[src/rtl/riscv_dmem_arbiter.sv]
// Two-port data-memory arbiter: CPU port A (byte/half/word, aligned only) and
// debug/DMA port B (word), sharing one synchronous single-port RAM.
module riscv_dmem_arbiter #(
  parameter int ADDR_W      = 14,
  parameter int B_MAX_BURST = 4
) (
  input  logic              clk,
  input  logic              rst,
  input  logic              a_req,
  input  logic              a_we,
  input  logic [1:0]        a_size,
  input  logic              a_unsigned,
  input  logic [31:0]       a_addr,
  input  logic [31:0]       a_wdata,
  output logic              a_gnt,
  output logic              a_rvalid,
  output logic              a_err,
  output logic [31:0]       a_rdata,
  input  logic              b_req,
  input  logic              b_we,
  input  logic [ADDR_W-1:0] b_addr,
  input  logic [31:0]       b_wdata,
  output logic              b_gnt,
  output logic              b_rvalid,
  output logic [31:0]       b_rdata,
  output logic [3:0]        ram_we,
  output logic [ADDR_W-1:0] ram_addr,
  output logic [31:0]       ram_din,
  input  logic [31:0]       ram_dout
);

  typedef enum logic {A_PRIO, B_PRIO} arb_state_t;

  arb_state_t  state, state_next;
  logic [2:0]  burst_cnt, burst_cnt_next;
  logic        burst_done;
  logic        grant_a, grant_b;
  logic        a_misaligned;

  logic        rd_valid;
  logic        rd_owner_b;
  logic [1:0]  rd_off;
  logic [1:0]  rd_size;
  logic        rd_unsigned;
  logic [7:0]  rd_byte;
  logic [15:0] rd_half;
  logic [31:0] load_data;
  logic [31:0] a_rdata_q, b_rdata_q;

  logic        addr_unused;
  assign addr_unused = ^a_addr[31:ADDR_W+2];

  assign burst_done = (burst_cnt >= 3'(B_MAX_BURST));

  always_ff @(posedge clk or negedge rst) begin
    if (!rst) begin
      state     <= A_PRIO;
      burst_cnt <= 3'd0;
    end else begin
      state     <= state_next;
      burst_cnt <= burst_cnt_next;
    end
  end

  // The burst counter saturates so a long B stream cannot wrap it while A is idle.
  always_comb begin
    state_next     = state;
    burst_cnt_next = burst_cnt;
    grant_a        = 1'b0;
    grant_b        = 1'b0;
    case (state)
      A_PRIO: begin
        if (a_req) begin
          grant_a = 1'b1;
        end else if (b_req) begin
          grant_b        = 1'b1;
          state_next     = B_PRIO;
          burst_cnt_next = 3'd1;
        end
      end
      B_PRIO: begin
        if (!b_req) begin
          grant_a        = a_req;
          state_next     = A_PRIO;
          burst_cnt_next = 3'd0;
        end else if (a_req && burst_done) begin
          grant_a        = 1'b1;
          state_next     = A_PRIO;
          burst_cnt_next = 3'd0;
        end else begin
          grant_b = 1'b1;
          if (!burst_done) begin
            burst_cnt_next = burst_cnt + 3'd1;
          end
        end
      end
      default: begin
        state_next     = A_PRIO;
        burst_cnt_next = 3'd0;
      end
    endcase
    if (!rst) begin
      grant_a = 1'b0;
      grant_b = 1'b0;
    end
  end

  assign a_gnt = grant_a;
  assign b_gnt = grant_b;

  always_comb begin
    case (a_size)
      2'b00:   a_misaligned = 1'b0;
      2'b01:   a_misaligned = a_addr[0];
      2'b10:   a_misaligned = |a_addr[1:0];
      default: a_misaligned = 1'b1;
    endcase
  end

  // Store data is replicated across lanes; only the enabled lanes are written.
  always_comb begin
    ram_we   = 4'b0000;
    ram_addr = '0;
    ram_din  = 32'h0;
    if (grant_a) begin
      ram_addr = a_addr[ADDR_W+1:2];
      if (a_we && !a_misaligned) begin
        case (a_size)
          2'b00: begin
            ram_we  = 4'b0001 << a_addr[1:0];
            ram_din = {4{a_wdata[7:0]}};
          end
          2'b01: begin
            ram_we  = 4'b0011 << a_addr[1:0];
            ram_din = {2{a_wdata[15:0]}};
          end
          default: begin
            ram_we  = 4'b1111;
            ram_din = a_wdata;
          end
        endcase
      end
    end else if (grant_b) begin
      ram_addr = b_addr;
      ram_din  = b_wdata;
      if (b_we) begin
        ram_we = 4'b1111;
      end
    end
  end

  always_ff @(posedge clk or negedge rst) begin
    if (!rst) begin
      rd_valid    <= 1'b0;
      rd_owner_b  <= 1'b0;
      rd_off      <= 2'b00;
      rd_size     <= 2'b00;
      rd_unsigned <= 1'b0;
      a_err       <= 1'b0;
      a_rdata_q   <= 32'h0;
      b_rdata_q   <= 32'h0;
    end else begin
      rd_valid    <= (grant_a && !a_we && !a_misaligned) || (grant_b && !b_we);
      rd_owner_b  <= grant_b;
      rd_off      <= a_addr[1:0];
      rd_size     <= a_size;
      rd_unsigned <= a_unsigned;
      a_err       <= grant_a && a_misaligned;
      a_rdata_q   <= a_rdata;
      b_rdata_q   <= b_rdata;
    end
  end

  always_comb begin
    rd_byte = ram_dout[{rd_off, 3'b000} +: 8];
    rd_half = rd_off[1] ? ram_dout[31:16] : ram_dout[15:0];
    case (rd_size)
      2'b00:   load_data = {{24{~rd_unsigned & rd_byte[7]}}, rd_byte};
      2'b01:   load_data = {{16{~rd_unsigned & rd_half[15]}}, rd_half};
      default: load_data = ram_dout;
    endcase
  end

  assign a_rvalid = rd_valid & ~rd_owner_b;
  assign b_rvalid = rd_valid &  rd_owner_b;
  assign a_rdata  = a_rvalid ? load_data : a_rdata_q;
  assign b_rdata  = b_rvalid ? ram_dout  : b_rdata_q;

endmodule

[config.mk]
export PLATFORM = sky130hd
export DESIGN_NAME = riscv_dmem_arbiter
export DESIGN_NICKNAME = d
export VERILOG_FILES = /design/src/rtl/riscv_dmem_arbiter.sv
export SDC_FILE = /design/constraint.sdc
export NUM_CORES = 1
export LEC_CHECK = 0
export CAP_MARGIN = 20
export CORE_MARGIN = 1.5
export CORE_UTILIZATION = 38
export CTS_BUF_LIST = sky130_fd_sc_hd__clkbuf_4 sky130_fd_sc_hd__clkbuf_8
export DETAILED_ROUTE_END_ITERATION = 7
export PLACE_DENSITY = 0.92
export SLEW_MARGIN = 20
export SYNTH_ARGS = -nofsm -noshare
export SYNTH_HDL_FRONTEND = slang
export SYNTH_SLANG_ARGS = --single-unit
[constraint.sdc]
create_clock -name clk -period 2.18 [get_ports clk]
set_input_delay 0.327 -clock clk [delete_from_list [all_inputs] [get_ports clk]]
set_output_delay 0.327 -clock clk [all_outputs]
set_load 0.03 [all_outputs]
Word-level counts from Yosys, hierarchy flattened
Index checks and enable logic that the tools add are counted.
{"block": "totals", "in_bits": 151, "ff_bits": 76, "out_inout_bits": 119, "wordCells": 75}
{"block": "classes", "addsub": 1, "n_eq_ne": 6, "n_shift": 3, "mux": 33, "order_cmp": 1, "reduce_logical": 14, "bitwise_logic": 7}
{"cell": "$mux W32", "n": 5}
{"cell": "$pmux W32 S2", "n": 2}
{"cell": "$shiftx A32 B6 Y8", "n": 1}
{"cell": "$mux W14", "n": 2}
{"cell": "$mux W16", "n": 1}
{"cell": "$mux W4", "n": 4}
{"cell": "$mux W3", "n": 5}
{"cell": "$mux W1", "n": 9}
{"cell": "$pmux W4 S2", "n": 1}
{"cell": "$logic_and A1 B1 Y1", "n": 6}
{"cell": "$pmux W3 S2", "n": 1}
{"cell": "$and A1 B1 Y1", "n": 4}
{"cell": "$eq A2 B1 Y1 const B", "n": 2}
{"cell": "$logic_not A2 Y1", "n": 2}
{"cell": "$ne A2 B2 Y1 const B", "n": 2}
{"cell": "$ne A4 B3 Y1 const B", "n": 1}
{"cell": "$pmux W1 S2", "n": 2}
{"cell": "$shl A1 B2 Y4 const A", "n": 1}
{"cell": "$shl A2 B2 Y4 const A", "n": 1}
{"cell": "$add A3 B1 Y3 const B", "n": 1}
{"cell": "$ge A3 B3 Y1 const B", "n": 1}
{"cell": "$logic_not A1 Y1", "n": 3}
{"cell": "$not A1 Y1", "n": 3}
{"cell": "$pmux W1 S3", "n": 1}
{"cell": "other kinds (4)", "n": 4}

Longest topological paths before layout
Gate-level depths: netlist of run 1.
{"block": "logic_depth", "depth_word": 9, "depth_mapped": 7, "mapped_depth_nobuf": 5}

Worst setup path before layout of run 1
No wires, ideal clock.
{"block": "synth_path", "path_kind": "register -> output", "from": "register rd_owner_b", "to": "output a_rdata[30]", "path_slack_ns": -0.211, "stages_incl_launch_ff": 7, "required_time_ns": 1.853, "n_path_buf": 2, "arrival_time_ns": 2.064, "path_cell_list": "dfrtp_1 -> nand2b_1 -> buf_2 -> clkinv_1 -> clkbuf_1 -> nor2_1 -> o21ai_0"}
{"block": "synth_between", "elab_chain_cells": 3}
{"item": "from (decl)", "line_no": "41", "rtl": "logic rd_owner_b;"}
{"item": "from (signal assigned)", "line_no": "164", "rtl": "rd_owner_b <= grant_b;"}
{"item": "$not A1 Y1", "line_no": "184", "rtl": "assign a_rvalid = rd_valid & ~rd_owner_b;"}
{"item": "$and A1 B1 Y1", "line_no": "184"}
{"item": "named net a_rvalid", "line_no": "16", "rtl": "output logic a_rvalid,"}
{"item": "$mux W32", "line_no": "186", "rtl": "assign a_rdata = a_rvalid ? load_data : a_rdata_q;"}
{"item": "to (decl)", "line_no": "18", "rtl": "output logic [31:0] a_rdata,"}
The timed path passes the listed nets, and every way through them passes these cells.

Worst setup path in the final report of run 1
{"block": "layout_path", "from": "register rd_off[0]", "to": "output a_rdata[2]"}
{"block": "layout_between", "elab_chain_cells": 3}
{"item": "from (decl)", "line_no": "42", "rtl": "logic [1:0] rd_off;"}
{"item": "from (signal assigned)", "line_no": "165", "rtl": "rd_off <= a_addr[1:0];"}
{"item": "$shiftx A32 B6 Y8", "line_no": "175", "rtl": "rd_byte = ram_dout[{rd_off, 3'b000} +: 8];"}
{"item": "$pmux W32 S2", "line_no": "177", "rtl": "case (rd_size)"}
{"item": "$mux W32", "line_no": "186"}
No other way between the ends.

==> impl_metrics.tcl, run 1 <==
set metrics [dict create \
    status "finished, violations left" \
    violations "setup timing" \
    vias 5370 \
    grt_max_degree 77 \
    diodes 0 \
    die_y_um 108 \
    synth_top_area_share_pct 45.2 \
    avgRoutedWirePerCell_um 24.5 \
    clk_latency_ps 360 \
    max_stage_delay_ps 410 \
    hold_class "primary input to async pin" \
    io_buffers 253 \
    hold_slack_ps 262 \
    synth_area_leaders "dfrtp_1 (45%), mux2_2 (8.6%), mux2i_1 (7.8%), o21ai_0 (6.4%), a22o_1 (4.8%)" \
    clock_skew_ps 13.1 \
    synthFlopType "dfrtp_1" \
    timing.critical_path.mode_cell "buf_6" \
    clk_path_buf_depth 2 \
    r2r_cells 11 \
    p_per_area_nw_per_um2 711 \
    area_growth_pct 113 \
    yosysUniqueCellTypes 42 \
    fp-row-count 38 \
    cpMaxStageDelayCell "dfrtp_1" \
    crit_path_start "rd_off[0]" \
    grt_usage_pct 34.3 \
    drive_gt1_share_pct 50.5 \
    slew_headroom_pct 36.7 \
    dpl_cell_area_um2 7230 \
    drc 0 \
    ant_nets 0 \
    syn_area_um2 4210 \
    avgViaCountPerCell 5.85 \
    ys_warn_count 0 \
    ys_seq_area_share_pct 45.2 \
    drtIter0Drc 316 \
    start_util_pct 38.8 \
    cts_tree "done" \
    die_x_um 108 \
    crit_path_end_kind "output port" \
    fin_util_pct 82.7 \
    cp_cell_sequence "buf_4 -> buf_6 -> nor3b_4 -> buf_6 -> nor3_4 -> buf_6 -> a22oi_1 -> o21ai_1 -> buf_4" \
    htreeDepth 3 \
    leakagePower_uw 0.00402 \
    grt_pass1_vias 5407 \
    grt_first_pass_wirelength_um 30100 \
    routed_wl_um 22500 \
    cts_root_buf "clkbuf_8" \
    die_area_um2 11700 \
    rsz0062_at_grt "yes" \
    max_freq_ghz 0.404 \
    crit_path_end "a_rdata[2]" \
    tightest_slew_ps 950 \
    min_period_ps 2470 \
    synth.most_common_cell "dfrtp_1" \
    critPathTopFamily "buffers and inverters" \
    overflow 0 \
    hold_viol 0 \
    design_area_um2 8960 \
    async_reset_ff_share_pct 100 \
    crit_arrival_ps 2150 \
    critical_path_class "register to output port" \
    coreArea_um2 10800 \
    place_congestion 0.978 \
    drv_slew 0 \
    synth-seq-cells 76 \
    irDropWorstVdd_mv 0.583 \
    synth_top_cells_by_count "dfrtp_1 (76), o21ai_0 (54), nand2_1 (45)" \
    antenna_found_initial 0 \
    drv_cap 0 \
    syn_nets 586 \
    regToRegSetupSlack_ps 200 \
    synth-edff-count 0 \
    r2r-end "a_rdata_q[30]" \
    worstPathRequired_ps 1850 \
    ioPinCount 270 \
    cts_hold_buf 0 \
    avgSynthCellArea_um2 9.70 \
    synth_top_area_cell "dfrtp_1" \
    num-nets-final 926 \
    worst-path-stages 9 \
    syn_inst 434 \
    crit_fanout 5 \
    reg2reg_from "rd_off[0]" \
    finalCritPeriodShare_pct 114 \
    setup_violations 79 \
    clock_sinks 76 \
    cp-start-kind "register" \
    dr.pass1.iters 5 \
    cts.clk_slew.worst_paths_ps 90 \
    dp_hpwl_um 13700 \
    setup_ws_ps -295 \
    critPathBufInv 5 \
    numCtsBuffers 9 \
]
metrics by stage:
stage                     power (µW)  instances  setup TNS [ps]  worst slack (ps)
after floorplan                 3310        434           -1150              -152
after global placement          4580        854           -7080              -327
after detailed placement        4660        854           -9550              -350
after CTS                       6060        900           -7510              -227
after global routing            6600        918          -13540              -350
final                           6380        918           -9050              -295
timing repair:
action	in CTS	in global routing
endpoints found under the hold margin	0	0
gates resized for setup	245	135
endpoints found under the setup margin	110	108
buffers inserted	25	25
gates cloned	8	0
pin swaps	41	28
sequential cells by signal, indices dropped and copies added (netlist names):
signal and flops:
a_err 1, b_rdata_q 32, rd_valid 1, rd_off 2, state 1, rd_unsigned 1, rd_owner_b 1, burst_cnt 3
rd_size 2, a_rdata_q 32
where the power goes:
part	switching (µW)	total [µW]	internal (µW)
registers	130	1880	1750
logic	1900	3400	1500
clock network	529	1090	565
total	2550	6380	3820
per-layer routing:
metal  GRT usage (%)  wire, µm  vias up
li1                -         -     2257
met1            37.2      7510     2652
met2            62.3     11700      365
met3            8.32      2000       96
met4            16.6      1260        0
met5               0         0        -
cell type report:
cell class	count	area, µm²
Sequential cell	76	1910
Clock buffer	11	145
Clock inverter	4	50.0
Tap cell	140	175
Timing Repair Buffer	362	3650
Multi-Input combinational cell	315	3000
Fill cell	581	1880
Inverter	10	37.5
layout by cell type (no fill, tap or decap), types with 9 or more instances in the layout:
cell | netlist | routed
clkbuf_2 | 0 | 26
nand2_4 | 0 | 12
a22o_1 | 23 | 21
buf_12 | 0 | 19
o21ai_0 | 54 | 12
buf_6 | 0 | 85
nand2_1 | 45 | 26
clkdlybuf4s50_1 | 0 | 127
dfrtp_1 | 76 | 72
o21ai_2 | 0 | 14
nor2_1 | 27 | 25
clkbuf_8 | 0 | 10
a21oi_1 | 23 | 21
mux2i_1 | 33 | 21
mux2_2 | 32 | 32
mux2i_2 | 0 | 9
o21ai_4 | 0 | 25
buf_4 | 1 | 90
worst min path at each step:
stage / to / slack [ps] / cells after the start
floorplan: a_err / 30 / 0
global placement: b_rdata_q[25] / 480 / 1
detailed placement: b_rdata_q[18] / 480 / 1
CTS: rd_size[0] / 290 / 2
global route: b_rdata_q[24] / 350 / 2
finish: a_rdata_q[18] / 260 / 2
cells by family (layout without fill, tap and decap cells):
group | after synthesis | in the layout | synth area share, %
AO/OA/AOI/OAI | 135 | 135 | 20.8
buffers and inverters | 43 | 387 | 4.25
adder cells (fa/ha/maj) | 1 | 1 | 0.297
XOR/XNOR | 1 | 1 | 0.208
AND/OR/NAND/NOR | 112 | 112 | 12.3
flip-flops | 76 | 76 | 45.2
multiplexers | 66 | 66 | 16.9
Note: power is estimated with default switching activity, not from simulation.
==> inputs of run 2 (changes only) <==
--- a/config.mk
+++ b/config.mk
@@ -5,12 +5,14 @@
 export SDC_FILE = /design/constraint.sdc
 export NUM_CORES = 1
 export LEC_CHECK = 0
+export ABC_CLOCK_PERIOD_IN_PS = 2180
 export CAP_MARGIN = 20
-export CORE_MARGIN = 1.5
+export CORE_MARGIN = 3
 export CORE_UTILIZATION = 38
 export CTS_BUF_LIST = sky130_fd_sc_hd__clkbuf_4 sky130_fd_sc_hd__clkbuf_8
 export DETAILED_ROUTE_END_ITERATION = 7
 export PLACE_DENSITY = 0.92
+export REMOVE_ABC_BUFFERS = 1
 export SLEW_MARGIN = 20
 export SYNTH_ARGS = -nofsm -noshare
 export SYNTH_HDL_FRONTEND = slang
==> run 2 against run 1 <==
The run still ends with setup timing left. Via count shrank 2.4%. Highest routed layer unchanged. Global-route usage fell by 5.6 points. Fmax down 3.5%. Largest power group unchanged. Worst hold slack improved by 30 ps. Non-clock buffer count down 9. Total power shrank 0.75%.
==> impl_metrics.tcl, run 2 (synthesis results as in run 1) <==
set metrics [dict create \
    die_area_um2 12400 \
    fp-row-count 37 \
    numCtsBuffers 9 \
    fillers 541 \
    coreArea_um2 10600 \
    die_y_um 111 \
    p_comb_share_pct 51.3 \
    dp_hpwl_um 12800 \
    instances_no_fill 907 \
    grt_usage_pct 28.7 \
    slew_headroom_pct 38.0 \
    avgRoutedWirePerCell_um 23.3 \
    fin_total_pwr_uw 6330 \
    design_area_um2 8880 \
    intPower_uw 3850 \
    leakagePower_uw 0.00397 \
    drive_gt1_share_pct 43.5 \
    dr.pass1.iters 4 \
    htreeDepth 3 \
    overflow 0 \
    rsz0062_at_grt "yes" \
    hold_class "primary input to async pin" \
    setup_violations 77 \
    crit_arrival_ps 2240 \
    p_sw_uw 2480 \
    ioPinCount 270 \
    min_period_ps 2560 \
    finalCritPeriodShare_pct 118 \
    crit_path_end_kind "output port" \
    num-nets-final 917 \
    r2r_cells 10 \
    io_buffers 253 \
    p_per_area_nw_per_um2 713 \
    grt_first_pass_wirelength_um 28400 \
    antenna_found_initial 1 \
    final_common_cell "clkdlybuf4s50_1" \
    cp-start-kind "register" \
    start_util_pct 39.9 \
    clock_sinks 76 \
    dp.cells 841 \
    setup_ws_ps -384 \
    ant_nets 0 \
    clock_skew_ps 9.77 \
    irDropWorstVdd_mv 0.546 \
    dpl_cell_area_um2 7060 \
    drc 0 \
    tightest_slew_ps 929 \
    critical_path_class "register to output port" \
    drv_cap 0 \
    swShare_pct 39.2 \
    pwr-share-seq_pct 29.8 \
    cts_tree "done" \
    avgViaCountPerCell 5.78 \
    drtIter0Drc 400 \
    largest_registers "a_rdata_q x32, b_rdata_q x32, burst_cnt x3" \
    dpl_worst_slack_ps -289 \
    clk_latency_ps 350 \
    worstPathRequired_ps 1850 \
    final_cell_mix "clkdlybuf4s50_1 (127), buf_4 (83), buf_6 (77), dfrtp_1 (73), nand2_1 (33)" \
    crit_fanout 8 \
    routed_wl_um 21200 \
    place_congestion 0.877 \
    die_x_um 111 \
    area_growth_pct 111 \
    status "finished, violations left" \
    clkPwrFrac_pct 18.9 \
    drv_slew 0 \
    hold_viol 0 \
    hold_slack_ps 292 \
    clk_path_buf_depth 2 \
    violations "setup timing" \
    grt_pass1_vias 5210 \
    vias 5239 \
    max_freq_ghz 0.390 \
    cts_root_buf "clkbuf_8" \
    cts.clk_slew.worst_paths_ps 90 \
    grt_max_degree 75 \
]
==> run 2: changes by cell type in the layout (fill, tap and decap cells not counted), sizes merged <==
cell and change:
inv +1, clkbuf -20, bufinv +1, dlygate4sd3 +1, buf -19, clkinv +1, clkinvlp -1, clkdlybuf4s15 +8
diode +1, dlygate4sd2 +20
==> run 2: worst max-delay path, stage by stage (launching register included) <==
cell and delay [ps]:
dfrtp_1 390, mux4_2 570, a2111oi_4 380, buf_6 220, a221oi_1 110, buf_4 210
==> run 2: power by group through the flow <==
| stage | clock, µW | combinational [µW] | sequential, µW |
|---|---|---|---|
| 2_1_floorplan | 0 | 1410 | 1860 |
| 3_3_place_gp | 0 | 2640 | 1860 |
| 3_5_place_dp | 0 | 2700 | 1890 |
| 4_1_cts | 1190 | 2900 | 1860 |
| 5_1_grt | 1270 | 3370 | 1910 |
| 6_report | 1200 | 3240 | 1890 |
==> run 2: timing repair <==
action                     CTS  global route
setup endpoints to repair  112           106
gates cloned                 4             5
hold endpoints to repair     2             0
resized for setup          170           168
pin swaps                    8            42
hold buffers                 1             0
buffers inserted            26            21
==> run 2: per-stage QoR <==
stage / TNS [ps] / util (%)
2_1_floorplan: -121660 / -
3_3_place_gp: -7110 / 66.9
3_5_place_dp: -8580 / 66.9
4_1_cts: -3770 / 75.1
5_1_grt: -13950 / 84.1
6_report: -10220 / 84.1
==> run 2: path summary, 6_finish.rpt <==
| kind | from | endpoint | slack (ps) |
|---|---|---|---|
| max | rd_off[0] | a_rdata[14] | -380 |
| max reg2reg | rd_off[1] | a_rdata_q[16] | 90 |
| max in group asynchronous | rst | rd_off[1] | 1250 |
| min reg2reg | b_rdata_q[13] | b_rdata_q[13] | 500 |
| min | rst | b_rdata_q[26] | 290 |
| min in group clk | a_addr[1] | rd_off[1] | 330 |
==> run 2: final cells by class <==
type                       count  area (µm²)  area share (%)
tap                          136         170            1.92
timing repair buffer         353        3650            41.1
multi-input combinational    315        2890            32.6
antenna                        1        2.50          0.0282
inverter                      10        37.5           0.423
sequential                    76        1910            21.5
clock inverter                 6        86.3           0.973
clock buffer                  10         131            1.48
==> run 2: metal layers <==
metal	vias up	part of all wire (%)	GRT usage, %	wire, µm
met5	-	0	0	0
li1	2245	-	-	-
met2	384	52	53.0	11100
met3	70	8.6	6.39	1810
met1	2540	35	32.6	7370
met4	0	4.3	9.49	906
==> inputs of run 3 (changes only) <==
--- a/config.mk
+++ b/config.mk
@@ -6,7 +6,6 @@
 export NUM_CORES = 1
 export LEC_CHECK = 0
 export ABC_CLOCK_PERIOD_IN_PS = 2180
-export CAP_MARGIN = 20
 export CORE_MARGIN = 3
 export CORE_UTILIZATION = 38
 export CTS_BUF_LIST = sky130_fd_sc_hd__clkbuf_4 sky130_fd_sc_hd__clkbuf_8
==> results of run 3 <==
Same layout as run 2: the final DEF is identical, and so are final timing and power.
